$ cat config.mk
export PLATFORM = sky130hd
export DESIGN_NAME = adc_burst_writer
export DESIGN_NICKNAME = d
export VERILOG_FILES = /design/src/rtl/adc_f2h_pkg.sv /design/src/rtl/adc_burst_addr_gen.sv /design/src/rtl/adc_burst_writer.sv
export SDC_FILE = /design/constraint.sdc
export NUM_CORES = 1
export LEC_CHECK = 0
export CAP_MARGIN = 20
export CORE_AREA = 8 8 267 269
export DETAILED_ROUTE_END_ITERATION = 6
export DIE_AREA = 0 0 275 277
export HOLD_SLACK_MARGIN = 0.08
export PLACE_DENSITY = 0.69
export SLEW_MARGIN = 20
export SYNTH_ARGS = -nofsm -noshare
export SYNTH_HDL_FRONTEND = slang
export SYNTH_HIERARCHICAL = 1
export SYNTH_SLANG_ARGS = --single-unit
$ cat constraint.sdc
create_clock -name clock -period 3.65 [get_ports clock]
set_clock_uncertainty 0.05 [all_clocks]
set_input_delay 0.73 -clock clock [delete_from_list [all_inputs] [get_ports clock]]
set_output_delay 0.73 -clock clock [all_outputs]
set_load 0.1 [all_outputs]
$ cat src/rtl/adc_f2h_pkg.sv
// adc_f2h_pkg: shared FSM state encoding and axi_wr status/burst constants
// for the ADC-to-HPS burst writer.
package adc_f2h_pkg;
    typedef enum logic [2:0] {
        ST_IDLE,
        ST_FILL,
        ST_WRITE,
        ST_RELEASE,
        ST_ERROR
    } state_t;
    localparam logic [1:0] WR_READY = 2'd0;
    localparam logic [1:0] WR_WAIT = 2'd1;
    localparam logic [1:0] WR_OK = 2'd2;
    localparam logic [1:0] WR_ERR = 2'd3;
    localparam logic [1:0] BURST_INCR = 2'b01;
endpackage

$ cat src/rtl/adc_burst_addr_gen.sv
// adc_burst_addr_gen: circular word pointer and latched byte address for the DDR window.
// Ports: clock, reset_n (async, active-low); i_base_addr window base; i_buf_words
// window size in words; i_clear zeroes the pointer; i_advance steps it by one
// burst with wrap; i_load captures the address of the current slot;
// o_wr_ptr word offset of the next slot; o_wr_addr latched byte address.
module adc_burst_addr_gen #(
    parameter int ADDR_WIDTH = 32,
    parameter int CNT_WIDTH = 16,
    parameter int BUS_WIDTH = 32,
    parameter int BURST_LEN = 16
) (
    input  logic                  clock,
    input  logic                  reset_n,
    input  logic [ADDR_WIDTH-1:0] i_base_addr,
    input  logic [CNT_WIDTH-1:0]  i_buf_words,
    input  logic                  i_clear,
    input  logic                  i_advance,
    input  logic                  i_load,
    output logic [CNT_WIDTH-1:0]  o_wr_ptr,
    output logic [ADDR_WIDTH-1:0] o_wr_addr
);
    logic [CNT_WIDTH-1:0]  r_ptr;
    logic [ADDR_WIDTH-1:0] r_addr;
    logic [CNT_WIDTH:0]    w_sum;
    logic [ADDR_WIDTH-1:0] w_addr;
    // One extra bit so ptr+BURST_LEN cannot overflow before the wrap compare.
    assign w_sum = {1'b0, r_ptr} + (CNT_WIDTH+1)'(BURST_LEN);
    assign w_addr = i_base_addr + (ADDR_WIDTH'(r_ptr) << $clog2(BUS_WIDTH/8));
    always_ff @(posedge clock or negedge reset_n) begin
        if (!reset_n) begin
            r_ptr <= '0;
            r_addr <= '0;
        end else begin
            if (i_clear)
                r_ptr <= '0;
            else if (i_advance)
                r_ptr <= (w_sum >= {1'b0, i_buf_words}) ? '0 : w_sum[CNT_WIDTH-1:0];
            if (i_load)
                r_addr <= w_addr;
        end
    end
    assign o_wr_ptr = r_ptr;
    assign o_wr_addr = r_addr;
endmodule

$ cat src/rtl/adc_burst_writer.sv
// adc_burst_writer: assembles ADC samples into bursts and drives axi_wr into a circular DDR window.
// Ports: clock, reset_n (async, active-low); i_start/i_stop control; i_wr_id_in,
// i_base_addr, i_buf_words configuration; i_s_data/i_s_valid/o_s_ready sample
// stream; o_wr_* and i_wr_status to axi_wr; o_wr_ptr, o_busy, o_err,
// o_drop_count status. Macro ADC_BURST_WR_DROP_EN keeps s_ready high during
// WRITE/RELEASE and counts the discarded samples instead of backpressuring.
module adc_burst_writer
    import adc_f2h_pkg::*;
#(
    parameter int ID_WIDTH = 8,
    parameter int ADDR_WIDTH = 32,
    parameter int BUS_WIDTH = 32,
    parameter int BURST_LEN = 16,
    parameter int CNT_WIDTH = 16
) (
    input  logic                           clock,
    input  logic                           reset_n,
    input  logic                           i_start,
    input  logic                           i_stop,
    input  logic [ID_WIDTH-1:0]            i_wr_id_in,
    input  logic [ADDR_WIDTH-1:0]          i_base_addr,
    input  logic [CNT_WIDTH-1:0]           i_buf_words,
    input  logic [BUS_WIDTH-1:0]           i_s_data,
    input  logic                           i_s_valid,
    output logic                           o_s_ready,
    output logic                           o_wr_enable,
    output logic [ID_WIDTH-1:0]            o_wr_id,
    output logic [ADDR_WIDTH-1:0]          o_wr_addr,
    output logic [BURST_LEN*BUS_WIDTH-1:0] o_wr_data,
    output logic [3:0]                     o_wr_burst_len,
    output logic [2:0]                     o_wr_burst_size,
    output logic [BUS_WIDTH/8-1:0]         o_wr_strb,
    input  logic [1:0]                     i_wr_status,
    output logic [CNT_WIDTH-1:0]           o_wr_ptr,
    output logic                           o_busy,
    output logic                           o_err,
    output logic [CNT_WIDTH-1:0]           o_drop_count
);
    localparam int IDX_W = $clog2(BURST_LEN) + 1;
    state_t                       r_state, w_next;
    logic [IDX_W-1:0]             r_idx;
    logic [BURST_LEN*BUS_WIDTH-1:0] r_data;
    logic                         r_err;
    logic                         w_accept, w_clear, w_advance, w_load, w_set_err;
    assign w_accept = (r_state == ST_FILL) && i_s_valid;
    always_ff @(posedge clock or negedge reset_n) begin
        if (!reset_n)
            r_state <= ST_IDLE;
        else
            r_state <= w_next;
    end
    always_comb begin
        w_next = r_state;
        w_clear = 1'b0;
        w_advance = 1'b0;
        w_load = 1'b0;
        w_set_err = 1'b0;
        case (r_state)
            ST_IDLE: begin
                if (i_start) begin
                    w_next = ST_FILL;
                    w_clear = 1'b1;
                end
            end
            ST_FILL: begin
                // Stop wins over a simultaneous final sample: the partial burst is dropped.
                if (i_stop)
                    w_next = ST_IDLE;
                else if (w_accept && r_idx == IDX_W'(BURST_LEN-1)) begin
                    w_next = ST_WRITE;
                    w_load = 1'b1;
                end
            end
            ST_WRITE: begin
                if (i_wr_status == WR_OK) begin
                    w_next = ST_RELEASE;
                    w_advance = 1'b1;
                end else if (i_wr_status == WR_ERR) begin
                    w_next = ST_ERROR;
                    w_set_err = 1'b1;
                end
            end
            ST_RELEASE: begin
                if (i_wr_status == WR_READY)
                    w_next = i_stop ? ST_IDLE : ST_FILL;
            end
            ST_ERROR: begin
                if (i_stop)
                    w_next = ST_IDLE;
                else if (i_start && i_wr_status == WR_READY) begin
                    w_next = ST_FILL;
                    w_clear = 1'b1;
                end
            end
            default: w_next = ST_IDLE;
        endcase
    end
    always_ff @(posedge clock or negedge reset_n) begin
        if (!reset_n) begin
            r_idx <= '0;
            r_data <= '0;
            r_err <= 1'b0;
        end else begin
            if (w_accept) begin
                r_data[r_idx*BUS_WIDTH +: BUS_WIDTH] <= i_s_data;
                r_idx <= r_idx + 1'b1;
            end else if (r_state != ST_FILL)
                r_idx <= '0;
            if (w_clear)
                r_err <= 1'b0;
            else if (w_set_err)
                r_err <= 1'b1;
        end
    end
`ifdef ADC_BURST_WR_DROP_EN
    logic [CNT_WIDTH-1:0] r_drop;
    always_ff @(posedge clock or negedge reset_n) begin
        if (!reset_n)
            r_drop <= '0;
        else if (w_clear)
            r_drop <= '0;
        else if (i_s_valid && (r_state == ST_WRITE || r_state == ST_RELEASE) && r_drop != '1)
            r_drop <= r_drop + 1'b1;
    end
    assign o_s_ready = (r_state == ST_FILL) || (r_state == ST_WRITE) || (r_state == ST_RELEASE);
    assign o_drop_count = r_drop;
`else
    assign o_s_ready = (r_state == ST_FILL);
    assign o_drop_count = '0;
`endif
    adc_burst_addr_gen #(
        .ADDR_WIDTH(ADDR_WIDTH),
        .CNT_WIDTH(CNT_WIDTH),
        .BUS_WIDTH(BUS_WIDTH),
        .BURST_LEN(BURST_LEN)
    ) u_addr (
        .clock(clock),
        .reset_n(reset_n),
        .i_base_addr(i_base_addr),
        .i_buf_words(i_buf_words),
        .i_clear(w_clear),
        .i_advance(w_advance),
        .i_load(w_load),
        .o_wr_ptr(o_wr_ptr),
        .o_wr_addr(o_wr_addr)
    );
    assign o_wr_enable = (r_state == ST_WRITE);
    assign o_wr_id = i_wr_id_in;
    assign o_wr_data = r_data;
    assign o_wr_burst_len = 4'(BURST_LEN-1);
    assign o_wr_burst_size = 3'($clog2(BUS_WIDTH/8));
    assign o_wr_strb = '1;
    assign o_busy = (r_state != ST_IDLE);
    assign o_err = r_err;
endmodule

-- Word-level counts from Yosys, hierarchy flattened
Index checks and enable logic that the tools add are counted.
- register bits after elaboration: 569
- input port bits: 95
- logic and storage cells: 66
- reduce and logical (&&, ||, !) cells: 10
- muxes and demuxes: 30
- shift operators: 2
- magnitude comparators: 1
- $add $sub $neg: 4
- eq/ne operators: 13
- operators by type and width (cell ; count):
    $bwmux W512 ; 1
    $shift A32 B34 Y512 const A ; 1
    $shiftx A32 B34 Y512 ; 1
    $mux W16 ; 3
    $neg A10 Y34 ; 1
    $add A32 B18 Y32 ; 1
    $mux W3 ; 8
    $add A16 B5 Y17 const B ; 1
    $ge A17 B16 Y1 ; 1
    $pmux W3 S5 ; 1
    $mux W1 ; 14
    $mux W5 ; 2
    $eq A3 B2 Y1 const B ; 2
    $ne A3 B1 Y1 const B ; 2
    $reduce_bool A2 Y1 ; 3
    $add A5 B1 Y5 const B ; 1
    $eq A5 B4 Y1 const B ; 1
    $reduce_and A5 Y1 ; 1
    $eq A2 B2 Y1 const B ; 2
    $ne A2 B2 Y1 const B ; 2
    $eq A3 B1 Y1 const B ; 1
    $eq A3 B3 Y1 const B ; 1
    $logic_and A1 B1 Y1 ; 3
    $logic_not A3 Y1 ; 1
    5 further kinds ; 5

-- Logic depth before layout (Yosys ltp)
Gate-level depths: netlist (run 1).
- word-level depth: 6
- depth in mapped cells: 13

-- Modules after synthesis
Netlist (run 1), hierarchy kept.
- modules (own cells, without submodules) (module ; area an instance (um2) ; cells each ; instances):
    adc_burst_writer ; 20649.8 ; 1337 ; 1
    adc_burst_addr_gen ; 2996.6 ; 327 ; 1

-- Worst setup path after synthesis (run 1)
No wires, ideal clock.
- path type: register to register
- start point: register u_addr.r_ptr[6] (netlist: u_addr/o_wr_ptr[6])
- end point: register u_addr.r_ptr[4] (netlist: u_addr/o_wr_ptr[4])
- arrival time: 3447 ps
- period minus slack after synthesis: 3590 ps
- path buffers: 1
- data required time: 3507 ps
- cell stages (with the launch flop): 13
- library setup time: 93 ps
- path slack: 60 ps
- cell sequence: dfrtp_1 > clkbuf_1 > nand4_1 > nor3_1 > nand2_1 > xnor2_1 > ha_1 > a21oi_1 > o21ai_0 > a2111oi_0 > a21oi_1 > or2_2 > o21ai_0
- word-level cells in the longest chain between the ends: 5
- ends and longest elaborated chain (item ; RTL line ; text):
    start: declaration ; adc_burst_addr_gen.sv:22 ; logic [CNT_WIDTH-1:0] r_ptr;
    start signal: assignment ; adc_burst_addr_gen.sv:37 ; r_ptr <= (w_sum >= {1'b0, i_buf_words}) ? '0 : w_sum[CNT_WIDTH-1:0];
    $add A16 B5 Y17 ; adc_burst_addr_gen.sv:27 ; assign w_sum = {1'b0, r_ptr} + (CNT_WIDTH+1)'(BURST_LEN);
    $ge A17 B16 Y1 ; adc_burst_addr_gen.sv:37 ;
    $mux W16 ; adc_burst_addr_gen.sv:37 ;
    $mux W16 ; adc_burst_addr_gen.sv:36 ; else if (i_advance)
    $mux W16 ; adc_burst_addr_gen.sv:34 ; if (i_clear)
Every way passes these cells. The select of a mux whose other input is x is not followed.
A chain may end at the register's enable or synchronous reset.

-- Worst setup path after layout (run 1)
- start point: register u_addr.r_ptr[7] (netlist: u_addr/o_wr_ptr[7])
- end point: register u_addr.r_ptr[12] (netlist: u_addr/o_wr_ptr[12])
- word-level cells in the longest chain between the ends: 5
- ends and longest elaborated chain (item ; RTL line):
    $add A16 B5 Y17 * ; adc_burst_addr_gen.sv:27
    $ge A17 B16 Y1 ; adc_burst_addr_gen.sv:37
    $mux W16 * ; adc_burst_addr_gen.sv:37
    $mux W16 * ; adc_burst_addr_gen.sv:36
    $mux W16 * ; adc_burst_addr_gen.sv:34
Mark *: on every way between the ends. The rest lies on a longest branch, timed or not. The select of a mux whose other input is x is not followed.

==> flow_metrics.env, run 1 <==
export IMPL_fin_crit_sh_pct=93.0
export IMPL_ys_top_cells_by_count="dfrtp_1, mux2_2, and2_1"
export IMPL_worstSetupPathType="flop to flop"
export IMPL_cts_root_buf="clkbuf_16"
export IMPL_areaGrowthSynthToFinish_pct=39.3
export IMPL_met2WireLength_um=42700
export IMPL_synthesis_area_um2=23600
export IMPL_routed_via_density=5.08
export IMPL_die_h_um=277
export IMPL_rows=95
export IMPL_tightest_slew_ns=1.08
export IMPL_first_global_vias=17535
export IMPL_synth_most_common_cell="dfrtp_1"
export IMPL_yosysTopAreaCellShare_pct=59.8
export IMPL_cp_cell_sequence="nand4_1 > nor3_1 > nand2_1 > xnor2_1 > ha_1 > a21oi_1 > o21ai_0 > a2111oi_0 > a21oi_1 > nor2_2 > a22o_1"
export IMPL_rsz0062_at_grt="false"
export IMPL_dr_wl_met3_um=6650
export IMPL_highest_layer="met5"
export IMPL_syn_inst=1664
export IMPL_met1_length_um=31700
export IMPL_fin_setup_tns_ns=0
export IMPL_synth_top_flop_cell="dfrtp_1"
export IMPL_postLayoutCoreUtil_pct=49.3
export IMPL_synth_async_sr_flop_share_pct=100
export IMPL_grt_ovfl_total=0
export IMPL_start_util_pct=35.4
export IMPL_finalHoldViolCount=0
export IMPL_irDropWorstVdd_mv=0.368
export IMPL_cts_tree="done"
export IMPL_grt_max_degree=105
export IMPL_fmax_mhz=295
export IMPL_slew_headroom_pct=27.9
export IMPL_yosysSeqAreaShare_pct=59.8
export IMPL_wl_per_cell_um=25.7
export IMPL_die_width_um=275
export IMPL_cts_repair_resized=0
export IMPL_final_nets=2446
export IMPL_cp_max_fo=9
export IMPL_crit_path_start_kind="flop"
export IMPL_crit_arrival_ns=3.87
export IMPL_drt_pass1_iter_count=5
export IMPL_post_route_min_period_ns=3.40
export IMPL_setup_violations=0
export IMPL_clk_latency_ns=0.60
export IMPL_outcome="finished, final reports clean"
export IMPL_fill_cells=5825
export IMPL_clk_pin_slew_worst_paths_ns=0.06
export IMPL_drv_slew=0
export IMPL_critPathSlowestCell="dfrtp_1"
export IMPL_yosysWarnings=6
export IMPL_dp_final_hpwl_um=61800
export IMPL_syn_avg_cell_area_um2=14.2
export IMPL_grt_usage_pct=21.4
export IMPL_min_path_type="flop to flop"
export IMPL_ys_ff_latch=565
export IMPL_place_gp_congestion=0.922
export IMPL_critPathCaptureType="flop"
export IMPL_drc=0
export IMPL_cpPeakStageDelay_ns=0.51
export IMPL_io_buffers=646
export IMPL_core_um2=66800
export IMPL_antenna_found_initial=3
export IMPL_vias=16480
export IMPL_layout_drive_gt1_share_pct=35.2
export IMPL_required_ns=4.13
export IMPL_cts_buffers=66
export IMPL_leakage_uw=0.0162
export IMPL_die_area_um2=76200
export IMPL_synth_edf_count=0
export IMPL_fin_total_pwr_uw=22400
export IMPL_grt_pass1_wl_um=122000
export IMPL_cts_path_max_buffers=3
export IMPL_timing_critical_path_mode_cell="a21oi_1"
export IMPL_ant_nets=0
export IMPL_post_synth_top_area_cell="dfrtp_1"
export IMPL_htreeDepth=3
export IMPL_wl_um=83500
export IMPL_powerDensity_nw_per_um2=679
export IMPL_max_cap_violations=0
export IMPL_synthTopCellsByArea="dfrtp_1, mux2_2, mux2_1"
export IMPL_drt_initial_drc_count=948
export IMPL_cts_sinks=565
export IMPL_ios=694
export IMPL_yosysUniqueCellTypes=67
## timing repair
item / 4_1_cts / 5_1_grt
endpoints found under the hold margin: 67 / 0
hold buffers: 1 / 0
setup buffers: 0 / 0
setup endpoints to repair: 0 / 0
## worst max-delay path, delay by kind of cell, from the launching register on
kind,cells,cell delay [ns]
AOI/OAI and AO/OA,5,1.10
and+or+nand+nor,4,1.07
DFF,1,0.51
adders and majority gates,1,0.32
xor gates and xnor gates,1,0.28
## power by group
group / switching [uW] / internal, uW / total (uW)
clock: 2770 / 3910 / 6680
combinational: 6550 / 1810 / 8360
sequential: 396 / 6950 / 7340
total: 9710 / 12700 / 22400
## flip-flops by register name, summed over array words and instances (netlist names)
register and cells:
o_err 1, o_wr_data 512, r_idx 5, r_state 3
u_addr/o_wr_addr 32, u_addr/o_wr_ptr 12
## area by class of cell
class,instances,area [um^2],share of cell area (%)
multi-input cells,948,8720,26.5
repair buffers,703,6600,20.0
clock inverters,22,343,1.04
flip-flops and latches,565,14100,42.9
clock buffers,96,1900,5.78
diodes,1,2.50,0.00760
well taps,873,1090,3.32
inverters,37,139,0.422
## placed cells by master (no fill, tap or decap), drive strengths merged, types with 8 or more instances in the layout
cell	n
ha	30
nand2	41
inv	38
or3	8
conb	31
clkdlybuf4s50	474
nor2	34
clkbuf	96
mux2	522
a31oi	12
nand3	16
and2	65
dfrtp	565
xnor2	19
a21oi	24
buf	228
clkinv	14
a22o	10
nand4	14
and3	9
o21ai	19
## through the flow
| step | setup slack, ns | area, um^2 | instances | hold WS (ns) |
|---|---|---|---|---|
| CTS | 0.308 | 32900 | 3244 | 0.440 |
| finish | 0.255 | 32900 | 3245 | 0.438 |
| detailed placement | 0.336 | 30700 | 3125 | 0.426 |
| global route | 0.0529 | 32900 | 3244 | 0.445 |
| floorplan | 0.0597 | 23800 | 1692 | 0.384 |
| global placement | 0.274 | 30700 | 3125 | 0.423 |
## per-layer routing
metal  track usage, %  vias up
met3             6.46      128
met2             37.5      619
li1                 -     7112
met4             7.10        4
met5                0        -
met1             24.6     8617
## logic make-up after synthesis
kind of cell	Yosys count	share of synthesized area, %
flops	565	59.8
other cells	3	0.0476
simple gates	235	5.77
compound gates	97	2.77
buf+inv	179	3.91
fa+ha+maj	30	1.59
xor+xnor	26	0.963
mux	529	25.2
## path summary, 6_finish.rpt
check	from	endpoint	slack, ns	depth (start not counted)
max in group asynchronous	reset_n	o_wr_data[395]	1.84	4
worst min-delay path	o_wr_data[405]	o_wr_data[405]	0.44	1
min in group asynchronous	reset_n	o_wr_data[435]	0.63	2
worst max-delay path	u_addr/o_wr_ptr[7]	u_addr/o_wr_ptr[12]	0.25	11
worst min register to register	o_wr_data[405]	o_wr_data[405]	0.44	1
worst max register to register	u_addr/o_wr_ptr[7]	u_addr/o_wr_ptr[12]	0.25	11
No activity file was read; power rests on OpenSTA's default activity.
==> inputs of run 2 (changes only) <==
--- a/config.mk
+++ b/config.mk
@@ -11,6 +11,7 @@
 export DIE_AREA = 0 0 275 277
 export HOLD_SLACK_MARGIN = 0.08
 export PLACE_DENSITY = 0.69
+export REMOVE_ABC_BUFFERS = 1
 export SLEW_MARGIN = 20
 export SYNTH_ARGS = -nofsm -noshare
 export SYNTH_HDL_FRONTEND = slang
==> flow_metrics.env, run 2 (synthesized netlist as in run 1, its figures left out) <==
export IMPL_core_um2=66800
export IMPL_place_gp_congestion=0.891
export IMPL_cpPeakStageDelay_ns=1.15
export IMPL_fin_setup_tns_ns=0
export IMPL_grt_usage_pct=20.5
export IMPL_io_buffers=646
export IMPL_start_util_pct=35.4
export IMPL_cts_buffers=61
export IMPL_ant_nets=0
export IMPL_die_area_um2=76200
export IMPL_fmax_mhz=303
export IMPL_r2r_start="u_addr/o_wr_ptr[4]"
export IMPL_seqCellArea_um2=14100
export IMPL_drc=0
export IMPL_vias=16323
export IMPL_dp_final_hpwl_um=59200
export IMPL_fin_crit_sh_pct=90.4
export IMPL_crit_path_start="r_state[0]"
export IMPL_multi_input_area_um2=8730
export IMPL_fin_total_pwr_uw=21900
export IMPL_clk_pin_slew_worst_paths_ns=0.06
export IMPL_rsz0062_at_grt="false"
export IMPL_cts_tree="done"
export IMPL_final_nets=2441
export IMPL_irDropWorstVdd_mv=0.491
export IMPL_layout_drive_gt1_share_pct=33.1
export IMPL_wl_per_cell_um=25.0
export IMPL_post_route_min_period_ns=3.30
export IMPL_wl_um=81100
export IMPL_required_ns=2.87
export IMPL_min_path_type="flop to flop"
export IMPL_die_width_um=275
export IMPL_grt_ovfl_total=0
export IMPL_max_cap_violations=0
export IMPL_tightest_slew_ns=1.07
export IMPL_worstSetupPathType="flop to primary output"
export IMPL_largest_reg_flops=512
export IMPL_first_global_vias=17536
export IMPL_slew_headroom_pct=28.7
export IMPL_critPathSlowestCell="clkdlybuf4s50_1"
export IMPL_cts_root_buf="clkbuf_16"
export IMPL_die_h_um=277
export IMPL_finalHoldViolCount=0
export IMPL_cp_cell_sequence="or3_1 > clkdlybuf4s50_1"
export IMPL_routed_via_density=5.04
export IMPL_rows=95
export IMPL_areaGrowthSynthToFinish_pct=38.9
export IMPL_ios=694
export IMPL_drt_pass1_iter_count=5
export IMPL_cts_path_max_buffers=3
export IMPL_drt_initial_drc_count=834
export IMPL_cts_sinks=565
export IMPL_leakage_uw=0.0160
export IMPL_antenna_found_initial=1
export IMPL_crit_arrival_ns=2.52
export IMPL_crit_path_start_kind="flop"
export IMPL_htreeDepth=2
export IMPL_setup_violations=0
export IMPL_final_cell_mix="dfrtp_1, clkdlybuf4s50_1, mux2_2"
export IMPL_critPathCaptureType="primary output"
export IMPL_clk_latency_ns=0.61
export IMPL_dp_cells=3125
export IMPL_outcome="finished, final reports clean"
export IMPL_hold_path_startpoint="o_wr_data[411]"
export IMPL_fill_cells=5815
export IMPL_final_common_cell="dfrtp_1"
export IMPL_postCtsSetupBuffers=0
export IMPL_drv_slew=0
export IMPL_grt_max_degree=101
export IMPL_powerDensity_nw_per_um2=667
export IMPL_final_cells=3240
export IMPL_postLayoutCoreUtil_pct=49.2
export IMPL_grt_pass1_wl_um=118000
export IMPL_cp_max_fo=11
-- run 2: changes by cell type in the layout (fill, tap and decap cells not counted), sizes merged --
cell	delta
buf	-47
bufinv	+3
clkbuf	-7
clkdlybuf4s50	+47
clkinv	+1
clkinvlp	-2
-- run 2: timing repair --
action,in CTS,in global routing
endpoints found under the hold margin,55,0
hold buffers,1,0
setup endpoints to repair,0,9
resized for setup,0,2
-- run 2: path summary, 6_finish.rpt --
| check | to | slack (ns) | cells after the start |
|---|---|---|---|
| min in group asynchronous | o_wr_data[92] | 0.64 | 2 |
| worst min register to register | o_wr_data[411] | 0.43 | 1 |
| max in group asynchronous | o_wr_data[96] | 1.89 | 4 |
| worst max-delay path | o_busy | 0.35 | 2 |
| worst min-delay path | o_wr_data[411] | 0.43 | 1 |
| worst max register to register | u_addr/o_wr_ptr[4] | 0.39 | 10 |
-- run 2: per-stage QoR --
step	cell area (um^2)	hold slack (ns)	setup slack, ns
after CTS	32800	0.436	0.305
after global routing	32800	0.461	0.0420
after detailed placement	30800	0.424	0.281
final	32800	0.434	0.350
after floorplan	23000	0.384	-1.84
after global placement	30800	0.420	0.329
-- run 2: final cells by class --
type | instances | share of cell area [%]
clock buffers | 89 | 5.33
inverters | 37 | 0.423
diodes | 1 | 0.00762
repair buffers | 703 | 20.3
flip-flops and latches | 565 | 43.1
multi-input cells | 948 | 26.6
well taps | 873 | 3.33
clock inverters | 24 | 0.952
-- run 2: critical path: cells and delay by family (launching register included) --
family / cells / cell delay [ns]
buffers and inverters: 1 / 1.15
DFF: 1 / 0.56
and+or+nand+nor: 1 / 0.20
-- run 2: layer usage --
layer	track usage, %	up-vias	share of wire (%)
li1	-	7084	-
met2	35.3	605	49
met1	24.4	8505	40
met5	0	-	0.017
met3	6.00	127	8.0
met4	6.45	2	2.9
-- run 2: power breakdown --
part | internal [uW] | switching (uW) | total, uW
combinational | 1820 | 6460 | 8280
sequential | 6950 | 411 | 7360
clock | 3750 | 2530 | 6270
total | 12500 | 9400 | 21900
